<file path="src/rtl/eth_ctrl_pkg.sv">
// Shared constants and state encodings for the Ethernet control mailbox responder.
package eth_ctrl_pkg;

  localparam int          CMD_WR_BIT      = 16;
  localparam int          CMD_RD_BIT      = 17;
  localparam logic [31:0] RD_TIMEOUT_DATA = 32'hDEAD_BEEF;

  typedef enum logic [1:0] {IDLE, WRITE, READ} mbx_state_t;

  typedef enum logic [1:0] {I_IDLE, I_RST, I_WAIT, I_DONE} init_state_t;

endpackage

</file>
<file path="src/rtl/eth_ctrl_responder_if.sv">
// Avalon-MM master bus between the mailbox responder and the MAC/PHY CSR space.
interface eth_ctrl_responder_if;

  logic [15:0] avm_address;
  logic        avm_read;
  logic        avm_write;
  logic [31:0] avm_writedata;
  logic [31:0] avm_readdata;
  logic        avm_waitrequest;

  modport master (
    output avm_address, avm_read, avm_write, avm_writedata,
    input  avm_readdata, avm_waitrequest
  );

  modport slave (
    input  avm_address, avm_read, avm_write, avm_writedata,
    output avm_readdata, avm_waitrequest
  );

endinterface

</file>
<file path="src/rtl/eth_sync2.sv">
// Two-flop synchronizer for a single level crossing into the management clock.
module eth_sync2 (
  input  logic clk,
  input  logic reset,
  input  logic d,
  output logic q
);

  logic meta;

  // First stage may go metastable; second stage gives it a full cycle to settle.
  always_ff @(posedge clk or posedge reset) begin
    if (reset) begin
      meta <= 1'b0;
      q    <= 1'b0;
    end else begin
      meta <= d;
      q    <= meta;
    end
  end

endmodule

</file>
<file path="src/rtl/eth_ctrl_responder.sv">
// Mailbox responder: turns CSR command edges into single Avalon-MM transfers
// and sequences the PHY reset on request.
module eth_ctrl_responder #(
  parameter int TIMEOUT_CYCLES = 1024,
  parameter int RST_CYCLES     = 16
) (
  input  logic                        clk,
  input  logic                        reset,
  input  logic [31:0]                 eth_ctrl_addr,
  input  logic [31:0]                 eth_wr_data,
  output logic [31:0]                 eth_rd_data,
  input  logic                        init_start,
  output logic                        init_done,
  output logic                        phy_reset,
  input  logic                        phy_ready,
  eth_ctrl_responder_if.master        avm,
  output logic                        busy,
  output logic                        timeout_err
);

  import eth_ctrl_pkg::*;

  localparam int             TW     = $clog2(TIMEOUT_CYCLES) + 1;
  localparam logic [TW-1:0]  T_LAST = TW'(TIMEOUT_CYCLES - 1);
  localparam int             RW     = $clog2(RST_CYCLES) + 1;
  localparam logic [RW-1:0]  R_LAST = RW'(RST_CYCLES - 1);

  localparam int S_WR   = 0;
  localparam int S_RD   = 1;
  localparam int S_INIT = 2;

  logic [2:0] sync_in;
  logic [2:0] sync_q;
  logic [2:0] sync_prev;
  logic [2:0] rise;
  logic       init_fall;

  mbx_state_t  state;
  init_state_t init_state;
  logic        wr_pend;
  logic        rd_pend;
  logic [TW-1:0] wait_cnt;
  logic [RW-1:0] rst_cnt;

  // Upper command bits carry no meaning here.
  logic unused_addr_bits;
  assign unused_addr_bits = ^eth_ctrl_addr[31:18];

  assign sync_in = {init_start, eth_ctrl_addr[CMD_RD_BIT], eth_ctrl_addr[CMD_WR_BIT]};

  for (genvar gi = 0; gi < 3; gi++) begin : g_sync
    eth_sync2 u_sync (
      .clk   (clk),
      .reset (reset),
      .d     (sync_in[gi]),
      .q     (sync_q[gi])
    );
  end

  assign rise      = sync_q & ~sync_prev;
  assign init_fall = ~sync_q[S_INIT] & sync_prev[S_INIT];

  assign busy = wr_pend | rd_pend | (state != IDLE);

  // Previous synchronized levels, used to find rising/falling edges.
  always_ff @(posedge clk or posedge reset) begin
    if (reset) sync_prev <= 3'b000;
    else       sync_prev <= sync_q;
  end

  // Mailbox FSM: pending-request capture, launch, wait/timeout, completion.
  always_ff @(posedge clk or posedge reset) begin
    if (reset) begin
      state             <= IDLE;
      wr_pend           <= 1'b0;
      rd_pend           <= 1'b0;
      wait_cnt          <= '0;
      avm.avm_address   <= '0;
      avm.avm_writedata <= '0;
      avm.avm_read      <= 1'b0;
      avm.avm_write     <= 1'b0;
      eth_rd_data       <= '0;
      timeout_err       <= 1'b0;
    end else begin
      // A new edge while the same kind is pending simply merges into it.
      if (rise[S_WR]) wr_pend <= 1'b1;
      if (rise[S_RD]) rd_pend <= 1'b1;
      case (state)
        IDLE: begin
          if (wr_pend || rd_pend) begin
            avm.avm_address   <= eth_ctrl_addr[15:0];
            avm.avm_writedata <= eth_wr_data;
            wait_cnt          <= '0;
            if (wr_pend) begin
              state         <= WRITE;
              avm.avm_write <= 1'b1;
              if (!rise[S_WR]) wr_pend <= 1'b0;
            end else begin
              state        <= READ;
              avm.avm_read <= 1'b1;
              if (!rise[S_RD]) rd_pend <= 1'b0;
            end
          end
        end
        WRITE, READ: begin
          if (!avm.avm_waitrequest) begin
            avm.avm_write <= 1'b0;
            avm.avm_read  <= 1'b0;
            state         <= IDLE;
            if (state == READ) eth_rd_data <= avm.avm_readdata;
          end else if (wait_cnt == T_LAST) begin
            avm.avm_write <= 1'b0;
            avm.avm_read  <= 1'b0;
            timeout_err   <= 1'b1;
            state         <= IDLE;
            if (state == READ) eth_rd_data <= RD_TIMEOUT_DATA;
          end else if (wait_cnt != '1) begin
            wait_cnt <= wait_cnt + 1'b1;
          end
        end
        default: state <= IDLE;
      endcase
    end
  end

  // Init FSM: PHY reset pulse, wait for PHY ready, report done; a falling
  // init_start aborts from anywhere.
  always_ff @(posedge clk or posedge reset) begin
    if (reset) begin
      init_state <= I_IDLE;
      init_done  <= 1'b0;
      phy_reset  <= 1'b1;
      rst_cnt    <= '0;
    end else if (init_fall) begin
      init_state <= I_IDLE;
      init_done  <= 1'b0;
      phy_reset  <= 1'b0;
    end else begin
      case (init_state)
        I_IDLE: begin
          if (rise[S_INIT]) begin
            init_state <= I_RST;
            init_done  <= 1'b0;
            phy_reset  <= 1'b1;
            rst_cnt    <= '0;
          end
        end
        I_RST: begin
          if (rst_cnt == R_LAST) begin
            phy_reset  <= 1'b0;
            init_state <= I_WAIT;
          end else begin
            rst_cnt <= rst_cnt + 1'b1;
          end
        end
        I_WAIT: begin
          if (phy_ready) begin
            init_state <= I_DONE;
            init_done  <= 1'b1;
          end
        end
        I_DONE: init_done <= 1'b1;
      endcase
    end
  end

endmodule

</file>
<file path="src/flat_wrapper.sv">
// flat-port wrapper written by rule: the top's interface ports become plain ports
module eth_ctrl_responder_flat import eth_ctrl_pkg::*;
#(
  parameter int TIMEOUT_CYCLES = 1024,
  parameter int RST_CYCLES     = 16
)
  (clk, reset, eth_ctrl_addr, eth_wr_data, eth_rd_data, init_start, init_done, phy_reset, phy_ready, busy, timeout_err, avm_avm_address, avm_avm_read, avm_avm_write, avm_avm_writedata, avm_avm_readdata, avm_avm_waitrequest);
  eth_ctrl_responder_if avm_i ();
  input  logic clk;
  input  logic reset;
  input  logic [31:0] eth_ctrl_addr;
  input  logic [31:0] eth_wr_data;
  output logic [31:0] eth_rd_data;
  input  logic init_start;
  output logic init_done;
  output logic phy_reset;
  input  logic phy_ready;
  output logic busy;
  output logic timeout_err;
  output wire logic [$bits(avm_i.avm_address)-1:0] avm_avm_address;
  output wire logic [$bits(avm_i.avm_read)-1:0] avm_avm_read;
  output wire logic [$bits(avm_i.avm_write)-1:0] avm_avm_write;
  output wire logic [$bits(avm_i.avm_writedata)-1:0] avm_avm_writedata;
  input wire logic [$bits(avm_i.avm_readdata)-1:0] avm_avm_readdata;
  input wire logic [$bits(avm_i.avm_waitrequest)-1:0] avm_avm_waitrequest;
  assign avm_avm_address = avm_i.avm_address;
  assign avm_avm_read = avm_i.avm_read;
  assign avm_avm_write = avm_i.avm_write;
  assign avm_avm_writedata = avm_i.avm_writedata;
  assign avm_i.avm_readdata = avm_avm_readdata;
  assign avm_i.avm_waitrequest = avm_avm_waitrequest;
  eth_ctrl_responder #(.TIMEOUT_CYCLES(TIMEOUT_CYCLES), .RST_CYCLES(RST_CYCLES)) u_core (.clk(clk), .reset(reset), .eth_ctrl_addr(eth_ctrl_addr), .eth_wr_data(eth_wr_data), .eth_rd_data(eth_rd_data), .init_start(init_start), .init_done(init_done), .phy_reset(phy_reset), .phy_ready(phy_ready), .avm(avm_i), .busy(busy), .timeout_err(timeout_err));
endmodule
</file>
<file path="config.mk">
export PLATFORM = sky130hd
export DESIGN_NAME = eth_ctrl_responder_flat
export DESIGN_NICKNAME = d
export VERILOG_FILES = /design/src/rtl/eth_ctrl_pkg.sv /design/src/rtl/eth_ctrl_responder_if.sv /design/src/rtl/eth_sync2.sv /design/src/rtl/eth_ctrl_responder.sv /design/src/flat_wrapper.sv
export SDC_FILE = /design/constraint.sdc
export NUM_CORES = 1
export LEC_CHECK = 0
export ABC_AREA = 1
export BUFFER_PORTS_ARGS = -buffer_cell sky130_fd_sc_hd__buf_2
export CAP_MARGIN = 20
export CORE_MARGIN = 2
export CORE_UTILIZATION = 30
export DETAILED_ROUTE_END_ITERATION = 10
export HOLD_SLACK_MARGIN = 0.08
export PLACE_DENSITY = 0.64
export REMOVE_ABC_BUFFERS = 1
export SYNTH_ARGS = -nofsm -noshare
export SYNTH_HDL_FRONTEND = slang
export SYNTH_SLANG_ARGS = --single-unit
</file>
<file path="constraint.sdc">
create_clock -name clk -period 8.7 [get_ports clk]
set_input_delay 0.87 -clock clk [delete_from_list [all_inputs] [get_ports clk]]
set_output_delay 0.87 -clock clk [all_outputs]
set_load 0.01 [all_outputs]
</file>
==> results.toml <==
[outcome]
status = "finished clean"

[place]
dpl.hpwl_um = 8712
port_buffers = 172
routabilityCongestion = 0.7535
dpl_cell_area_um2 = 6215

[clock_tree]
cts_setup_buffers = 0
htree_levels = 4
cts.sinks = 116
ctsHoldBuffers = 0
clockRootBuffer = "clkbuf_16"
clock_path_buffers = 2
cts_resized = 0
cts_made_buffers = 17
tritoncts = "built"
clk_latency_ps = 410
clk_pin_slew_ps = 60

[pwr]
p_leak_nw = 3.493
swShare_pct = 36.04
netSwitchingPower_mw = 0.9095
pwr-share-comb_pct = 37.0
pwr-share-seq_pct = 34.6
p_clk_share_pct = 28.5
peakVddDrop_uv = 213.8
p_per_area_nw_per_um2 = 370.1
p_total_mw = 2.523
power.internal_mw = 1.614

[global_route]
overflow = 0
first_global_vias = 4289
grt_usage_pct = 14.90
grt_max_degree = 65
grt_pass1_wl_um = 20980
antenna_found_initial = 0

[drt]
finalWirelength_um = 12780
vias = 4067
wl_per_cell_um = 13.89
post-route-drc-count = 0
firstDrtPassIters = 4
drt_iter0_markers = 160
via_per_inst = 4.421
ant_nets = 0

[synthesis]
yosys_warnings = 0
synth_xor_area_share_pct = 0.8450
synth_area_um2 = 5182
ys_seq_elements = 116
synth_mux_area_share_pct = 10.62
synth_area_leaders = "dfrtp_1 56%, nand2_1 9.8%, mux2_2 9.1%"
yosysTopAreaCellShare_pct = 55.53
yosys.area_share.simple_pct = 21.51
ys_seq_area_share_pct = 56.04
netlist_instances = 508
synth_compound_area_share_pct = 3.018
synthAdderAreaFrac_pct = 2.414
syn_area_per_cell_um2 = 10.20
synth_top_family_by_area = "simple AND/OR/NAND/NOR gates"
synth_cell_types = 36
post-synth-top-area-cell = "dfrtp_1"

[critical_path]
cp_top_family = "simple AND/OR/NAND/NOR gates"
cp_num_buf_inv = 2
cp-start-kind = "flip-flop"
cp_data_required_time_ps = 9000
worstSetupPathType = "reg2reg"
endpoint_kind = "flip-flop"
critPathMaxFanout = 32
cp.arrival_ps = 2880
slowest_stage = "ha_1"
worstPathCellList = "inv_1 -> ha_1 -> inv_4 -> nor2_2 -> nand4_2 -> nand2_4 -> nand2_4 -> nand2_1 -> nand2_1"
cpPeakStageDelay_ps = 720

[timing]
fin_crit_sh_pct = 29.67
setup_tns_ps = 0
tightest_slew_ps = 839.5
setup_viol = 0
fmax_ghz = 0.3874
timing.final.max_slew_violations = 0
relSlewSlack_pct = 44.03
skew_ps = 10.46
hold_viol_final = 0
fin_crit_ps = 2581
rsz0062_at_grt = "no"

[worst_hold_path]
hp-class = "reg2reg"

[final_layout]
layout.nets = 793
fin_area_um2 = 6818
drive_above_1_share_pct = 41.87
num_antenna_cells = 0
fin_util_pct = 39.83
area_growth_pct = 31.55

[die]
rows = 48
dieArea_um2 = 18340
start_util_pct = 30.28
io-pin-count = 187
die_h_um = 135.4
core_um2 = 17120
die_width_um = 135.4

[run]
drv_cap = 0
## area by class of cell
class	count	area [um^2]
sequential	116	2904
clock buffer	20	446.7
timing repair buffer	175	883.3
clock inverter	12	156.4
multi-input combinational	334	1998
fill	1699	10300
tap	225	281.5
inverter	38	147.6
## cell usage after synthesis (all sizes together)
cell    number
o21ai       16
a21o         1
ha          10
xor2         5
a21oi        4
nand2      140
nand4       11
buf         17
dfrtp      115
clkbuf       3
mux2i        1
nand3b       1
nor2        24
dfstp        1
mux2        48
or2         25
nand3       42
o21bai       2
inv         38
o22ai        3
o211ai       1
## state kept, by name (all words and copies together) (netlist names)
name / cells
u_core.init_done: 1
u_core.avm.avm_writedata: 32
u_core.g_sync.u_sync.q: 3
u_core.g_sync.u_sync.meta: 3
u_core.avm.avm_address: 16
u_core.sync_prev: 3
u_core.avm.avm_write: 1
u_core.wait_cnt: 11
u_core.rd_pend: 1
u_core.timeout_err: 1
u_core.eth_rd_data: 32
u_core.avm.avm_read: 1
u_core.state: 2
u_core.wr_pend: 1
u_core.init_state: 2
u_core.phy_reset: 1
u_core.rst_cnt: 5
## power groups by stage
stage	logic [mW]	clock network, mW	registers (mW)
after floorplan	0.495	0	0.962
after global placement	0.931	0	0.871
after detailed placement	0.946	0	0.877
after CTS	0.950	0.735	0.876
after global routing	1.05	0.760	0.903
final	0.932	0.718	0.873
## cells by family (layout without fill, tap and decap cells)
family / Yosys count / after routing
AOI/OAI and AO/OA: 27 / 27
xor gates and xnor gates: 5 / 5
adders and majority gates: 10 / 10
buffers and inverters: 58 / 245
DFF: 116 / 116
muxes: 49 / 49
and+or+nand+nor: 243 / 243
## worst paths after layout
kind                            depth (start not counted)  slack, ps                              startpoint                                  endpoint
worst min register to register                          0        350  u_core.g_sync[2].u_sync.meta$_DFF_PP0_       u_core.g_sync[2].u_sync.q$_DFF_PP0_
max in group asynchronous                               3       6840                                   reset        u_core.eth_rd_data[13]$_DFFE_PP0P_
worst min-delay path                                    0        350  u_core.g_sync[2].u_sync.meta$_DFF_PP0_       u_core.g_sync[2].u_sync.q$_DFF_PP0_
worst max register to register                          9       6120             u_core.state[0]$_DFFE_PP0P_        u_core.eth_rd_data[21]$_DFFE_PP0P_
worst max-delay path                                    9       6120             u_core.state[0]$_DFFE_PP0P_        u_core.eth_rd_data[21]$_DFFE_PP0P_
min in group asynchronous                               2        550                                   reset  u_core.avm.avm_writedata[24]$_DFFE_PP0P_
## routing by layer
metal / wire [um] / share of wire (%) / track usage [%]
met2: 6079 / 48 / 23.86
met1: 5206 / 41 / 17.07
met4: 212 / 1.7 / 5.845
met5: 0 / 0 / 0
met3: 1281 / 10 / 7.482
## worst reg2reg max path: cells and delay by family (launching register included)
kind / cells / cell delay (ps)
adders and majority gates: 1 / 720
buffers and inverters: 2 / 200
and+or+nand+nor: 6 / 1230
DFF: 1 / 340
## cell usage in the layout, fill, tap and decap left out, types with 9 or more instances in the layout
master     netlist  layout
nor2_1          19      19
ha_1            10      10
or2_2           25      25
o21ai_0          9       9
buf_2            6     172
nand3_1         41      41
inv_1           35      34
clkbuf_16        0      17
nand2_1        135     135
dfrtp_1        115     115
nand4_1         10      10
mux2_2          42      42
## stage by stage
step           setup WS [ps]  instances  hold slack, ps
3_5_place_dp            6103        888           334.7
2_1_floorplan           4759        488           331.2
3_3_place_gp            6166        888           332.9
6_report                6119        920           346.3
4_1_cts                 6050        920           346.6
5_1_grt                 5831        920           356.1
Note: power is estimated with default switching activity, not from simulation.
